[src/rtl/muldiv_iter.sv]
// Iterative multiply/divide unit for the execute stage.
// Multiply retires MUL_BITS multiplier bits per cycle (shift-add); divide is
// restoring radix-2, one quotient bit per cycle. Signed ops work on
// magnitudes and fix signs in a single FIX cycle before the DONE pulse.
// Optional feature macro: MULDIV_ACC_EN enables MADD/MADDU/MSUB/MSUBU
// (ops 4-7), which fold {acc_hi,acc_lo} into the result in FIX.
module muldiv_iter #(
  parameter int WIDTH    = 32,
  parameter int MUL_BITS = 4
) (
  input  logic             clk,
  input  logic             resetn,
  input  logic             flush,
  input  logic             start,
  input  logic [2:0]       op,
  input  logic [WIDTH-1:0] a,
  input  logic [WIDTH-1:0] b,
  input  logic [WIDTH-1:0] acc_hi,
  input  logic [WIDTH-1:0] acc_lo,
  output logic             busy,
  output logic             ok,
  output logic [WIDTH-1:0] hi,
  output logic [WIDTH-1:0] lo,
  output logic             div_by_zero
);

  localparam int NM    = WIDTH / MUL_BITS;
  localparam int ND    = WIDTH;
  localparam int CNT_W = $clog2(WIDTH + 1);

  typedef enum logic [2:0] {S_IDLE, S_MUL, S_DIV, S_FIX, S_DONE} state_t;

  state_t             state, nxt;
  logic [CNT_W-1:0]   cnt;
  logic [2*WIDTH-1:0] prod;      // mul: {partial, multiplier}; div: {remainder, quotient}
  logic [WIDTH-1:0]   opnd;      // multiplicand magnitude or divisor magnitude
  logic               sign_q, sign_r, div_q, dbz_q;

  logic               accept, is_div, is_signed, is_acc, zero_div;
  logic [WIDTH-1:0]   a_mag, b_mag;
  logic [WIDTH+MUL_BITS-1:0] mul_sum;
  logic [WIDTH:0]     div_shift, div_diff;
  logic               div_ge;
  logic [2*WIDTH-1:0] prod_s, fix_val;
  logic [WIDTH-1:0]   quo_s, rem_s;

`ifdef MULDIV_ACC_EN
  logic [2*WIDTH-1:0] acc_q;
  logic               acc_en_q, sub_q;
  assign is_acc = op[2];
`else
  logic unused_acc;
  assign unused_acc = ^{acc_hi, acc_lo};
  assign is_acc     = 1'b0;
`endif

  // Request decode: ops 4-7 fall back to MULTU when accumulation is absent.
  assign accept    = (state == S_IDLE) && start && !flush;
  assign is_div    = (op == 3'd2) || (op == 3'd3);
  assign is_signed = !op[0] && (!op[2] || is_acc);
  assign zero_div  = is_div && (b == '0);
  assign a_mag     = (is_signed && a[WIDTH-1]) ? -a : a;
  assign b_mag     = (is_signed && b[WIDTH-1]) ? -b : b;

  assign busy = (state == S_MUL) || (state == S_DIV) || (state == S_FIX);
  assign ok   = (state == S_DONE);

  // Iteration datapath and sign/accumulate correction for FIX.
  always_comb begin
    mul_sum   = {{MUL_BITS{1'b0}}, prod[2*WIDTH-1:WIDTH]}
              + ({{MUL_BITS{1'b0}}, opnd} * {{WIDTH{1'b0}}, prod[MUL_BITS-1:0]});
    div_shift = {prod[2*WIDTH-1:WIDTH], prod[WIDTH-1]};
    div_diff  = div_shift - {1'b0, opnd};
    div_ge    = !div_diff[WIDTH];
    prod_s    = sign_q ? -prod : prod;
    quo_s     = sign_q ? -prod[WIDTH-1:0] : prod[WIDTH-1:0];
    rem_s     = sign_r ? -prod[2*WIDTH-1:WIDTH] : prod[2*WIDTH-1:WIDTH];
    fix_val   = prod_s;
`ifdef MULDIV_ACC_EN
    if (acc_en_q) fix_val = sub_q ? (acc_q - prod_s) : (acc_q + prod_s);
`endif
    if (div_q) fix_val = {rem_s, quo_s};
    if (dbz_q) fix_val = prod;  // fast path preloaded {a, all-ones}
  end

  // Next-state logic; flush overrides everything.
  always_comb begin
    nxt = state;
    case (state)
      S_IDLE: if (accept) nxt = zero_div ? S_FIX : (is_div ? S_DIV : S_MUL);
      S_MUL:  if (cnt == CNT_W'(NM - 1)) nxt = S_FIX;
      S_DIV:  if (cnt == CNT_W'(ND - 1)) nxt = S_FIX;
      S_FIX:  nxt = S_DONE;
      S_DONE: nxt = S_IDLE;
      default: nxt = S_IDLE;
    endcase
    if (flush) nxt = S_IDLE;
  end

  // State register and iteration counter.
  always_ff @(posedge clk or negedge resetn) begin
    if (!resetn) begin
      state <= S_IDLE;
      cnt   <= '0;
    end else begin
      state <= nxt;
      if (accept) cnt <= '0;
      else if (state == S_MUL || state == S_DIV) cnt <= cnt + 1'b1;
    end
  end

  // Architectural results: written only on an unflushed FIX.
  always_ff @(posedge clk or negedge resetn) begin
    if (!resetn) begin
      hi          <= '0;
      lo          <= '0;
      div_by_zero <= 1'b0;
    end else if (accept) begin
      div_by_zero <= 1'b0;
    end else if (state == S_FIX && !flush) begin
      hi          <= fix_val[2*WIDTH-1:WIDTH];
      lo          <= fix_val[WIDTH-1:0];
      div_by_zero <= dbz_q;
    end
  end

  // Operand latch and per-cycle shift-add / restoring-divide step.
  always_ff @(posedge clk) begin
    if (accept) begin
      sign_q <= is_signed && (a[WIDTH-1] ^ b[WIDTH-1]);
      sign_r <= is_signed && a[WIDTH-1];
      div_q  <= is_div;
      dbz_q  <= zero_div;
      opnd   <= is_div ? b_mag : a_mag;
      if (zero_div)    prod <= {a, {WIDTH{1'b1}}};
      else if (is_div) prod <= {{WIDTH{1'b0}}, a_mag};
      else             prod <= {{WIDTH{1'b0}}, b_mag};
`ifdef MULDIV_ACC_EN
      acc_q    <= {acc_hi, acc_lo};
      acc_en_q <= op[2];
      sub_q    <= op[2] && op[1];
`endif
    end else if (state == S_MUL) begin
      prod <= {mul_sum, prod[WIDTH-1:MUL_BITS]};
    end else if (state == S_DIV) begin
      prod <= {(div_ge ? div_diff[WIDTH-1:0] : div_shift[WIDTH-1:0]),
               prod[WIDTH-2:0], div_ge};
    end
  end

endmodule
[config.mk]
export PLATFORM = sky130hd
export DESIGN_NAME = muldiv_iter
export DESIGN_NICKNAME = d
export VERILOG_FILES = /design/src/rtl/muldiv_iter.sv
export SDC_FILE = /design/constraint.sdc
export NUM_CORES = 1
export LEC_CHECK = 0
export BUFFER_PORTS_ARGS = -buffer_cell sky130_fd_sc_hd__buf_2
export CORE_ASPECT_RATIO = 0.9
export CORE_MARGIN = 4
export CORE_UTILIZATION = 55
export CTS_CLUSTER_DIAMETER = 30
export DETAILED_ROUTE_END_ITERATION = 16
export PLACE_DENSITY_LB_ADDON = 0.1
export SETUP_SLACK_MARGIN = 0.3
export SLEW_MARGIN = 10
export SYNTH_ARGS = -nofsm -noshare
export SYNTH_HDL_FRONTEND = slang
export SYNTH_SLANG_ARGS = --single-unit
[constraint.sdc]
create_clock -name clk -period 4.55 [get_ports clk]
set_input_delay 1.1375 -clock clk [delete_from_list [all_inputs] [get_ports clk]]
set_output_delay 1.1375 -clock clk [all_outputs]
set_load 0.03 [all_outputs]
==> metrics.csv <==
metric,value,unit
synth_common_cells,"inv_1 (210), nor2_1 (207), nand2_1 (202)",
place_area,19900,um2
dr_total_vias,17055,
grt_pass1_vias,16389,
regToRegEndpoint,prod[51],
cts_root_buf,clkbuf_16,
drive_gt1_share,19.4,%
fin_ws,-0.331,ns
final_max_slew_viol_count,0,
ys_types,82,
cts_buffers,17,
rsz0062_at_grt,yes,
cts_sinks,174,
dp_slack,-0.449,ns
ctsHtreeMaxLevel,4,
synth_top_area_share,17.0,%
fillCellCount,2597,
hold_viol,0,
critical_path_class,reg2reg,
final_nets,2659,
antenna_found_initial,3,
ff2ff_path_depth,19,
clock_path_buffers,2,
drc_errors,0,
num_antenna_cells,0,
synth_warnings,0,
pwr-share-comb,78.1,%
final_cell_area,21100,um2
synth_cells,2117,
outcome,"finished, violations left",
pin_count,202,
fin_worst_skew,0.0190,ns
max_freq,205,MHz
grt_max_degree,65,
switchingPower,10100,uW
via_per_inst,6.15,
cts_tree,built,
synth_most_common_cell,inv_1,
gp_congestion,1.01,
hold_class,reg2reg,
r2r_start,prod[2],
rows,61,
coreArea,31200,um2
ys_seq_area_share,27.5,%
final-setup-viol-count,20,
syn_area,17600,um2
critPathMaxFanout,11,
clkPwrFrac,7.6,%
totalWireLength,61700,um
final.setup.tns,-4.14,ns
cp-start-kind,flip-flop,
grt_pass1_wl,92600,um
synth-edff-count,100,
die_height,178,um
fin_cells,2772,
synth_area_per_cell,8.33,um2
crit_path_start,prod[2],
period_minus_slack,4.88,ns
worstSetupEndpoint,prod[51],
post-dp-hpwl,48600,um
ys_ff_latch,174,
arrival,5.08,ns
drtIter0Drc,1981,
p_sw_share,49.4,%
max-cap-violations,0,
end_kind,flip-flop,
firstDrtPassIters,6,
async_flop_share,42.5,%
port_buffers,137,
wl_per_cell,22.2,um
vdd_drop_max,715,uV
cp_data_required_time,4.75,ns
violations,setup timing,
grt_overflow_total,0,
powerDensity,970,nW/um2
dieArea,35000,um2
clk_pin_slew,0.07,ns
slew_headroom,23.6,%
regToRegSetupSlack,-0.33,ns
yosysTopAreaCell,edfxtp_1,
hold_slack,0.473,ns
syn2layout_area_growth,19.6,%
holdBufCountCts,0,
power.internal,10300,uW
dp_cells,2724,
leakage,0.00949,uW
grt_usage,34.5,%
start_util,56.5,%
synth_nets,2425,
ant_nets,0,
die_x,197,um
finalCritPeriodShare,107,%
ys.flop_type,edfxtp_1,
worst_pin_slew,1.14,ns
clk_latency,0.46,ns
seqPwrFrac,14.3,%
synth.area.top_cells,"edfxtp_1 (17%), dfrtp_1 (11%), fa_1 (10%)",
==> power by group through the flow <==
stage	Clock [uW]	Sequential [uW]	Combinational, uW
after CTS	1550	2880	14700
after floorplan	0	3270	8500
after global placement	0	2900	13600
after detailed placement	0	2920	13800
after global routing	1610	2970	17300
final	1550	2920	16000
==> layer usage <==
| metal | global-route usage, % | up-vias | share of wire [%] | routed length [um] |
|---|---|---|---|---|
| met5 | 0 | - | 0.021 | 13 |
| met4 | 12.4 | 2 | 3.9 | 2390 |
| met3 | 8.47 | 159 | 11 | 6650 |
| met2 | 54.9 | 847 | 46 | 28200 |
| met1 | 46.0 | 8222 | 40 | 24400 |
| li1 | - | 7825 | - | - |
==> cell type report <==
cell class | instances | area, um2 | share of cell area, %
multi-input combinational | 1631 | 12200 | 57.8
sequential | 174 | 4850 | 23.0
timing repair buffer | 315 | 2140 | 10.2
clock inverter | 10 | 90.1 | 0.428
clock buffer | 21 | 504 | 2.39
tap | 409 | 512 | 2.43
inverter | 212 | 796 | 3.78
==> logic make-up (layout without fill, tap and decap cells) <==
family,Yosys count,count (layout),synth area share (%)
simple gates,691,691,18.7
buf+inv,312,558,6.69
compound gates,545,545,19.5
xor+xnor,177,177,8.80
flops,174,174,27.5
mux,45,45,2.56
fa+ha+maj,173,173,16.2
==> worst min path at each step <==
stage | from | end | slack, ns | depth (start not counted)
after floorplan | cnt[1] | cnt[1] | 0.51 | 2
after global placement | hi[26] | hi[26] | 0.46 | 2
after detailed placement | lo[17] | lo[17] | 0.46 | 2
after CTS | hi[25] | hi[25] | 0.48 | 2
after global routing | hi[13] | hi[13] | 0.50 | 2
final | hi[25] | hi[25] | 0.47 | 2
==> through the flow <==
| step | total power, uW | util [%] |
|---|---|---|
| 6_report | 20400 | 67.5 |
| 5_1_grt | 21800 | 67.5 |
| 4_1_cts | 19100 | 66.5 |
| 3_5_place_dp | 16700 | 63.8 |
| 3_3_place_gp | 16500 | 63.8 |
| 2_1_floorplan | 11800 | - |
==> state kept, by name, indices dropped and copies added, names as in the netlist <==
signal,count
cnt,6
dbz_q,1
div_by_zero,1
div_q,1
hi,32
lo,32
opnd,32
prod,64
sign_q,1
sign_r,1
state,3
==> critical path: stages (launching register included) <==
cell,delay (ns)
edfxtp_1,0.38
buf_6,0.16
buf_12,0.14
and2_4,0.13
fa_1,0.49
fa_1,0.60
inv_1,0.07
fa_1,0.50
inv_1,0.04
ha_1,0.31
a211o_1,0.30
a2111oi_4,0.35
o2bb2ai_4,0.18
buf_4,0.14
buf_6,0.09
o21ai_2,0.09
a21boi_2,0.15
xnor2_1,0.12
o21ai_0,0.08
a221o_1,0.29
==> placed cells by master, fill, tap and decap left out, types with 14 or more instances in the layout <==
cell type / n
ha_4: 15
nor2_1: 201
o31ai_1: 21
a22oi_1: 19
edfxtp_1: 100
buf_2: 136
ha_1: 65
a21oi_1: 126
nand2_1: 201
dfrtp_1: 74
a221o_1: 24
nand3_1: 30
nor3_1: 46
nand4_1: 18
o21ai_0: 164
a21o_1: 29
xor2_1: 73
inv_1: 204
nand2b_1: 19
o211ai_1: 20
mux2i_1: 45
clkbuf_16: 20
buf_4: 162
xnor2_1: 99
a31oi_1: 14
fa_1: 88
nor4_1: 18
and2_1: 63
==> what timing repair did <==
item | in CTS | in global routing
endpoints found under the hold margin | 0 | 0
resized for setup | 53 | 51
endpoints found under the setup margin | 27 | 27
buffers inserted | 4 | 13
pin swaps | 30 | 37
Note: power is estimated with default switching activity, not from simulation.
